$ cat src/rtl/softplus_delta_stage_if.sv
// Handshake bundle for the softplus delta stage: input pairs, delta output
// stream and the per-vector sum pulse.
interface softplus_delta_stage_if #(
  parameter int IDX_W = 5
);
  logic             in_valid;
  logic             in_ready;
  logic [15:0]      in_err;
  logic [15:0]      in_grad;
  logic             out_valid;
  logic             out_ready;
  logic [15:0]      out_delta;
  logic [IDX_W-1:0] out_idx;
  logic             out_last;
  logic             sum_valid;
  logic [15:0]      sum_out;

  modport master (
    output in_valid, in_err, in_grad, out_ready,
    input  in_ready, out_valid, out_delta, out_idx, out_last, sum_valid, sum_out
  );

  modport slave (
    input  in_valid, in_err, in_grad, out_ready,
    output in_ready, out_valid, out_delta, out_idx, out_last, sum_valid, sum_out
  );
endinterface

$ cat src/rtl/softplus_delta_stage.sv
// Backprop delta stage: delta = err * grad' through a two-stage
// multiply / round / saturate pipeline, with a saturated per-vector sum.
module softplus_delta_stage #(
  parameter int VEC_LEN = 20,
  parameter int IDX_W   = 5
) (
  input logic                   clk,
  input logic                   rst,
  softplus_delta_stage_if.slave bus
);

  localparam int ACC_W = 16 + IDX_W + 1;
  localparam logic [IDX_W-1:0] LAST_IDX = IDX_W'(VEC_LEN - 1);
  localparam logic signed [25:0] RND_MAX = 26'(32767);
  localparam logic signed [25:0] RND_MIN = 26'(-32768);
  localparam logic signed [ACC_W-1:0] ACC_MAX = ACC_W'(32767);
  localparam logic signed [ACC_W-1:0] ACC_MIN = ACC_W'(-32768);

  logic                    advance;
  logic                    out_fire;
  logic                    s1_valid;
  logic signed [32:0]      s1_prod;
  logic signed [33:0]      rounded_sum;
  logic signed [25:0]      rounded;
  logic [15:0]             delta_next;
  logic [IDX_W-1:0]        idx;
  logic signed [ACC_W-1:0] acc;
  logic signed [ACC_W-1:0] acc_total;
  logic [15:0]             sum_next;

  // Global stall: every stage moves together whenever the output register can move.
  assign advance      = !bus.out_valid || bus.out_ready;
  assign out_fire     = bus.out_valid && bus.out_ready;
  assign bus.in_ready = advance;
  assign bus.out_idx  = idx;
  assign bus.out_last = (idx == LAST_IDX);

  always_comb begin
    rounded_sum = $signed({s1_prod[32], s1_prod}) + 34'sd128;
    rounded     = rounded_sum[33:8];
    if (rounded > RND_MAX) begin
      delta_next = 16'h7FFF;
    end else if (rounded < RND_MIN) begin
      delta_next = 16'h8000;
    end else begin
      delta_next = rounded[15:0];
    end

    acc_total = acc + ACC_W'($signed(bus.out_delta));
    if (acc_total > ACC_MAX) begin
      sum_next = 16'h7FFF;
    end else if (acc_total < ACC_MIN) begin
      sum_next = 16'h8000;
    end else begin
      sum_next = acc_total[15:0];
    end
  end

  always_ff @(posedge clk) begin
    if (rst) begin
      s1_valid      <= 1'b0;
      s1_prod       <= '0;
      bus.out_valid <= 1'b0;
      bus.out_delta <= '0;
      idx           <= '0;
      acc           <= '0;
      bus.sum_valid <= 1'b0;
      bus.sum_out   <= '0;
    end else begin
      bus.sum_valid <= 1'b0;

      if (advance) begin
        s1_valid      <= bus.in_valid;
        bus.out_valid <= s1_valid;
        if (bus.in_valid) begin
          s1_prod <= $signed(bus.in_err) * $signed({1'b0, bus.in_grad});
        end
        if (s1_valid) begin
          bus.out_delta <= delta_next;
        end
      end

      // The last element closes the vector: publish the sum and restart from zero.
      if (out_fire) begin
        if (bus.out_last) begin
          idx           <= '0;
          acc           <= '0;
          bus.sum_out   <= sum_next;
          bus.sum_valid <= 1'b1;
        end else begin
          idx <= idx + IDX_W'(1);
          acc <= acc_total;
        end
      end
    end
  end

endmodule

$ cat src/flat_wrapper.sv
// flat-port wrapper written by rule: the top's interface ports become plain ports
module softplus_delta_stage_flat 
#(
  parameter int VEC_LEN = 20,
  parameter int IDX_W   = 5
)
  (clk, rst, bus_in_valid, bus_in_err, bus_in_grad, bus_out_ready, bus_in_ready, bus_out_valid, bus_out_delta, bus_out_idx, bus_out_last, bus_sum_valid, bus_sum_out);
  softplus_delta_stage_if #(.IDX_W(IDX_W)) bus_i ();
  input logic clk;
  input logic rst;
  input wire logic [$bits(bus_i.in_valid)-1:0] bus_in_valid;
  input wire logic [$bits(bus_i.in_err)-1:0] bus_in_err;
  input wire logic [$bits(bus_i.in_grad)-1:0] bus_in_grad;
  input wire logic [$bits(bus_i.out_ready)-1:0] bus_out_ready;
  output wire logic [$bits(bus_i.in_ready)-1:0] bus_in_ready;
  output wire logic [$bits(bus_i.out_valid)-1:0] bus_out_valid;
  output wire logic [$bits(bus_i.out_delta)-1:0] bus_out_delta;
  output wire logic [$bits(bus_i.out_idx)-1:0] bus_out_idx;
  output wire logic [$bits(bus_i.out_last)-1:0] bus_out_last;
  output wire logic [$bits(bus_i.sum_valid)-1:0] bus_sum_valid;
  output wire logic [$bits(bus_i.sum_out)-1:0] bus_sum_out;
  assign bus_i.in_valid = bus_in_valid;
  assign bus_i.in_err = bus_in_err;
  assign bus_i.in_grad = bus_in_grad;
  assign bus_i.out_ready = bus_out_ready;
  assign bus_in_ready = bus_i.in_ready;
  assign bus_out_valid = bus_i.out_valid;
  assign bus_out_delta = bus_i.out_delta;
  assign bus_out_idx = bus_i.out_idx;
  assign bus_out_last = bus_i.out_last;
  assign bus_sum_valid = bus_i.sum_valid;
  assign bus_sum_out = bus_i.sum_out;
  softplus_delta_stage #(.VEC_LEN(VEC_LEN), .IDX_W(IDX_W)) u_core (.clk(clk), .rst(rst), .bus(bus_i));
endmodule
$ cat config.mk
export PLATFORM = sky130hd
export DESIGN_NAME = softplus_delta_stage_flat
export DESIGN_NICKNAME = d
export VERILOG_FILES = /design/src/rtl/softplus_delta_stage_if.sv /design/src/rtl/softplus_delta_stage.sv /design/src/flat_wrapper.sv
export SDC_FILE = /design/constraint.sdc
export NUM_CORES = 1
export LEC_CHECK = 0
export CORE_MARGIN = 8
export CORE_UTILIZATION = 30
export CTS_BUF_LIST = sky130_fd_sc_hd__clkbuf_8
export DETAILED_ROUTE_END_ITERATION = 16
export PLACE_DENSITY_LB_ADDON = 0.1
export SLEW_MARGIN = 20
export SYNTH_ARGS = -nofsm -noshare
export SYNTH_HDL_FRONTEND = slang
export SYNTH_SLANG_ARGS = --single-unit
$ cat constraint.sdc
create_clock -name clk -period 12.8 [get_ports clk]
set_clock_uncertainty 0.05 [all_clocks]
set_input_delay 2.56 -clock clk [delete_from_list [all_inputs] [get_ports clk]]
set_output_delay 2.56 -clock clk [all_outputs]
set_load 0.01 [all_outputs]
Word level (Yosys, flattened, before mapping). Index checks and enable logic that the tools add are counted.

Flip-flop bits (word level): 95. Latch bits: 0. Memory bits (writable): 0. Bits in read-only memories: 0. Bits of input ports: 36. Output and inout bits: 41. Word-level logic and storage cells: 32. Memories: 0.

$add $sub $neg: 3. $mul: 1. Div/mod/pow operators: 0. $lt $le $gt $ge: 4. Eq/ne operators: 1. Shift operators: 0. Multiplexer cells: 7. Bitwise operators: 1. Reductions and logical operators: 7.

Operators by type and width (number): $mux W16 (4); $add A33 B9 Y34 const B (1); $mul A16 B17 Y33 (1); $gt A26 B16 Y1 const B (1); $lt A26 B16 Y1 const B (1); $add A22 B16 Y22 (1); $gt A22 B16 Y1 const B (1); $lt A22 B16 Y1 const B (1); $mux W22 (1); $reduce_and A2 Y1 (3); $add A5 B1 Y5 const B (1); $eq A5 B5 Y1 const B (1); $mux W5 (1); $reduce_or A2 Y1 (1); $logic_and A1 B1 Y1 (1); $logic_not A1 Y1 (1); $logic_or A1 B1 Y1 (1); $mux W1 (1); $not A1 Y1 (1).

Logic depth before layout (Yosys ltp).
Depth after elaboration: 4. Gate-level depth with buffers: 24. Depth with buffers taken out: 23.

Least setup slack after synthesis. Ideal clock, no wire load.

Kind: input port to flip-flop. Start: input bus_in_err[3]. End: register u_core.s1_prod[32]. Library setup time: 0.092 ns. Arrival: 8.029 ns. Data required time: 12.658 ns. Slack: 4.629 ns. Cell stages on the path: 21. Path buffers: 1. Path through: clkbuf_1 nand2_1 fa_1 inv_1 fa_1 ha_1 fa_1 inv_1 fa_1 fa_1 inv_1 ha_1 and3_1 a221o_1 a41oi_2 a21oi_2 a32oi_2 o31ai_1 a31o_1 and4_1 nor4_1.

Longest elaborated chain between the ends: 1.

Ends and longest elaborated chain: from (decl) (line flat_wrapper.sv:12) `input wire logic [$bits(bus_i.in_err)-1:0] bus_in_err;`; $mul A16 B17 Y33 (line softplus_delta_stage.sv:76) `s1_prod <= $signed(bus.in_err) * $signed({1'b0, bus.in_grad});`; to (signal assigned) (line softplus_delta_stage.sv:76); to (decl) (line softplus_delta_stage.sv:22) `logic signed [32:0] s1_prod;`.

No other way between the ends. A chain may end at the register's enable or synchronous reset.

Final worst setup path.
Start: input bus_in_grad[3]. End: register u_core.s1_prod[32].

Longest elaborated chain between the ends: 1.

Ends and longest elaborated chain: from (decl) (line flat_wrapper.sv:13) `input wire logic [$bits(bus_i.in_grad)-1:0] bus_in_grad;`; $mul A16 B17 Y33 (line softplus_delta_stage.sv:76).

No other way between the ends.

==> flow_summary.ini <==
[floorplanning]
row_count = 77
die_x_um = 227.9
dieArea_mm2 = 0.05192
initial_utilization_pct = 30.45
die_y_um = 227.9
ioPinCount = 77
coreArea_mm2 = 0.04422

[clock_tree]
holdBufCountCts = 0
clk_root_buffer_cell = clkbuf_8
post_cts_resized = 0
htree_levels = 3
cts_buffer_depth = 2
cts_tree = built
post_cts_buffers = 0
cts_sinks = 88
cts-buffers-inserted = 9
clk_pin_slew_ns = 0.11
clock_latency_ns = 0.38

[timing]
hold_viol = 0
fin_ws_ns = 3.728
setup_viol = 0
relSlewSlack_pct = 33.15
period_share_pct = 70.88
max_freq_mhz = 110.2
period_needed_ns = 9.072
tightest_slew_ns = 0.9953
timing.setup.tns_ns = 0
whs_ns = 0.4165
rsz0062_at_grt = false
report.final.slew_viol_count = 0

[routing]
vias_per_cell = 4.767
postRouteWirelength_um = 37240
antenna_left = 0
drc_errors = 0
wire_per_inst_um = 17.03
vias = 10426
first_pass_iters = 4
drt_iter0_drc = 525

[synth]
synth_seq_area_share_pct = 13.08
synth_simple_gate_area_share_pct = 20.30
synth-seq-cells = 88
synth-edff-count = 0
yosys_most_used_dff = dfxtp_1
synth_compound_area_share_pct = 11.58
synth_top_family_by_area = adder cells
syn_inst = 1564
muxShareOfSynthArea_pct = 0.2230
synth_area_mm2 = 0.01347
synthXorXnorAreaFrac_pct = 3.902
syn_area_per_cell_um2 = 8.610
synthAdderAreaFrac_pct = 42.03
yosysUniqueCellTypes = 74
yosysWarnings = 0
ys_async_sr_fraction_pct = 0
syn-num-nets = 1936
synth.area.top_cells = fa_1 (29%), ha_1 (13%), dfxtp_1 (13%)
netlist.area_leader.share_pct = 28.84
synth_top_area_cell = fa_1

[global_route]
grt_start_max_net_pins = 53
grt_pass1_wl_um = 62630
grt_pass1_vias = 11354
grt_overflow_total = 0
antenna_found_initial = 0
grtUsageTotal_pct = 14.69

[finish]
antenna_cells = 0
final_common_cell = inv_1
layout.nets = 1962
drive_above_1_share_pct = 4.263
area_delta_synth_final_pct = 10.71
layout_common_cells = inv_1 (239), nand2_1 (218), fa_1 (194)

[setup_path]
crit_buf_inv = 5
path_common_cell = fa_1
max_stage_delay_ns = 0.81
path_delay_family = adder cells
cp-start-kind = input port
cp_cell_sequence = clkdlybuf4s50_1 > and2_1 > fa_1 > inv_1 > fa_1 > inv_1 > ha_1 > fa_1 > fa_1 > inv_1 > fa_1 > inv_1 > ha_1 > and3_1 > a221o_1 > a41oi_2 > a21oi_2 > a32oi_2 > o31ai_1 > a31o_1 > and4_1 > nor4_1
worstPathMaxFanout = 16
cp_data_required_time_ns = 13.03
worstPathArrival_ns = 9.31
crit_type = in -> reg
cpMaxStageDelayCell = clkdlybuf4s50_1
worst_setup_path_end_kind = register

[placed_design]
portBuffers = 76
dp_hpwl_um = 29620
place.gp.congestion = 0.7969
pre_cts_slack_ns = 3.295

[outcome]
outcome = complete, no violations

[power]
leakagePower_uw = 0.006845
power_density_mw_per_mm2 = 222.6
ir_worst_vdd_mv = 0.2362

[run]
cap_violations = 0

[min_path]
hold_path_class = reg -> reg
## stage by stage
stage               std cells  total power (uW)  instance area (um2)  util, %
floorplan                1564              2519                13470        -
detailed placement       2171              3159                14720    33.29
global placement         2171              3172                14720    33.29
global route             2187              3775                14910    33.72
finish                   2187              3319                14910    33.72
CTS                      2187              3386                14910    33.72
## worst paths after layout
path	start	end	slack [ns]	cells after the start
worst max register to register	u_core.bus.out_delta[0]	u_core.bus.sum_out[2]	8.77	11
worst min-delay path	u_core.acc[0]	u_core.acc[0]	0.42	2
worst max-delay path	bus_in_grad[3]	u_core.s1_prod[32]	3.73	22
worst min register to register	u_core.acc[0]	u_core.acc[0]	0.42	2
## area by class of cell
class | instances | area, um2
Fill cell | 4752 | 29310
Clock inverter | 7 | 62.56
Timing Repair Buffer | 82 | 803.3
Sequential cell | 88 | 1762
Inverter | 239 | 897.1
Tap cell | 592 | 740.7
Clock buffer | 9 | 123.9
Multi-Input combinational cell | 1170 | 10520
## registers in the layout (all words and copies together), names as in the netlist
name,count
u_core.acc,22
u_core.bus.sum_valid,1
u_core.bus.out_delta,16
u_core.s1_prod,26
u_core.bus.out_valid,1
u_core.bus.sum_out,16
u_core.bus.out_idx,5
u_core.s1_valid,1
## cells in the mapped netlist, drive strengths merged (3+ instances only)
cell and n:
a211oi 37, fa 194, ha 142, nand3 20, a22oi 15, dfxtp 88
inv 239, nand4b 4, a21o 18, or3 5, a21oi 72, or2 4
and2 115, nand4 12, nand2 218, clkbuf 57, a31o 3, nor2 103
and4 6, or4 4, buf 10, nor3 16, and3 7, a31oi 7
o21ai 33, nand3b 3, o21bai 5, o31ai 4, xor2 21, xnor2 36
nor3b 7, o21a 5, nand2b 14, mux2i 3, nor2b 4, nor4 8
o211ai 5
## report_power, final
part / internal (uW) / switching, uW / total [uW]
registers: 313 / 41.4 / 354
logic: 1190 / 1570 / 2770
clock network: 75.6 / 120 / 195
total: 1580 / 1740 / 3320
## cell families (layout without fill, tap and decap cells)
kind of cell	Yosys count	count (layout)
AO/OA/AOI/OAI	219	219
XOR/XNOR	57	57
adder cells (fa/ha/maj)	336	336
buffers and inverters	306	337
flip-flops	88	88
multiplexers	3	3
AND/OR/NAND/NOR	555	555
## worst reg2reg max path, delay by kind of cell (launching register included)
family / cells / cell delay [ns]
adder cells (fa/ha/maj): 2 / 0.71
flip-flops: 1 / 0.34
AND/OR/NAND/NOR: 2 / 1.09
AO/OA/AOI/OAI: 7 / 1.76
## metal layers
layer	vias to the layer above	wire, um	track usage (%)
met1	5200	17740	19.30
met5	-	0	0
met2	131	18420	26.37
li1	5077	-	-
met4	0	315	2.206
met3	18	764	1.365
(Power assumes the default switching activity.)
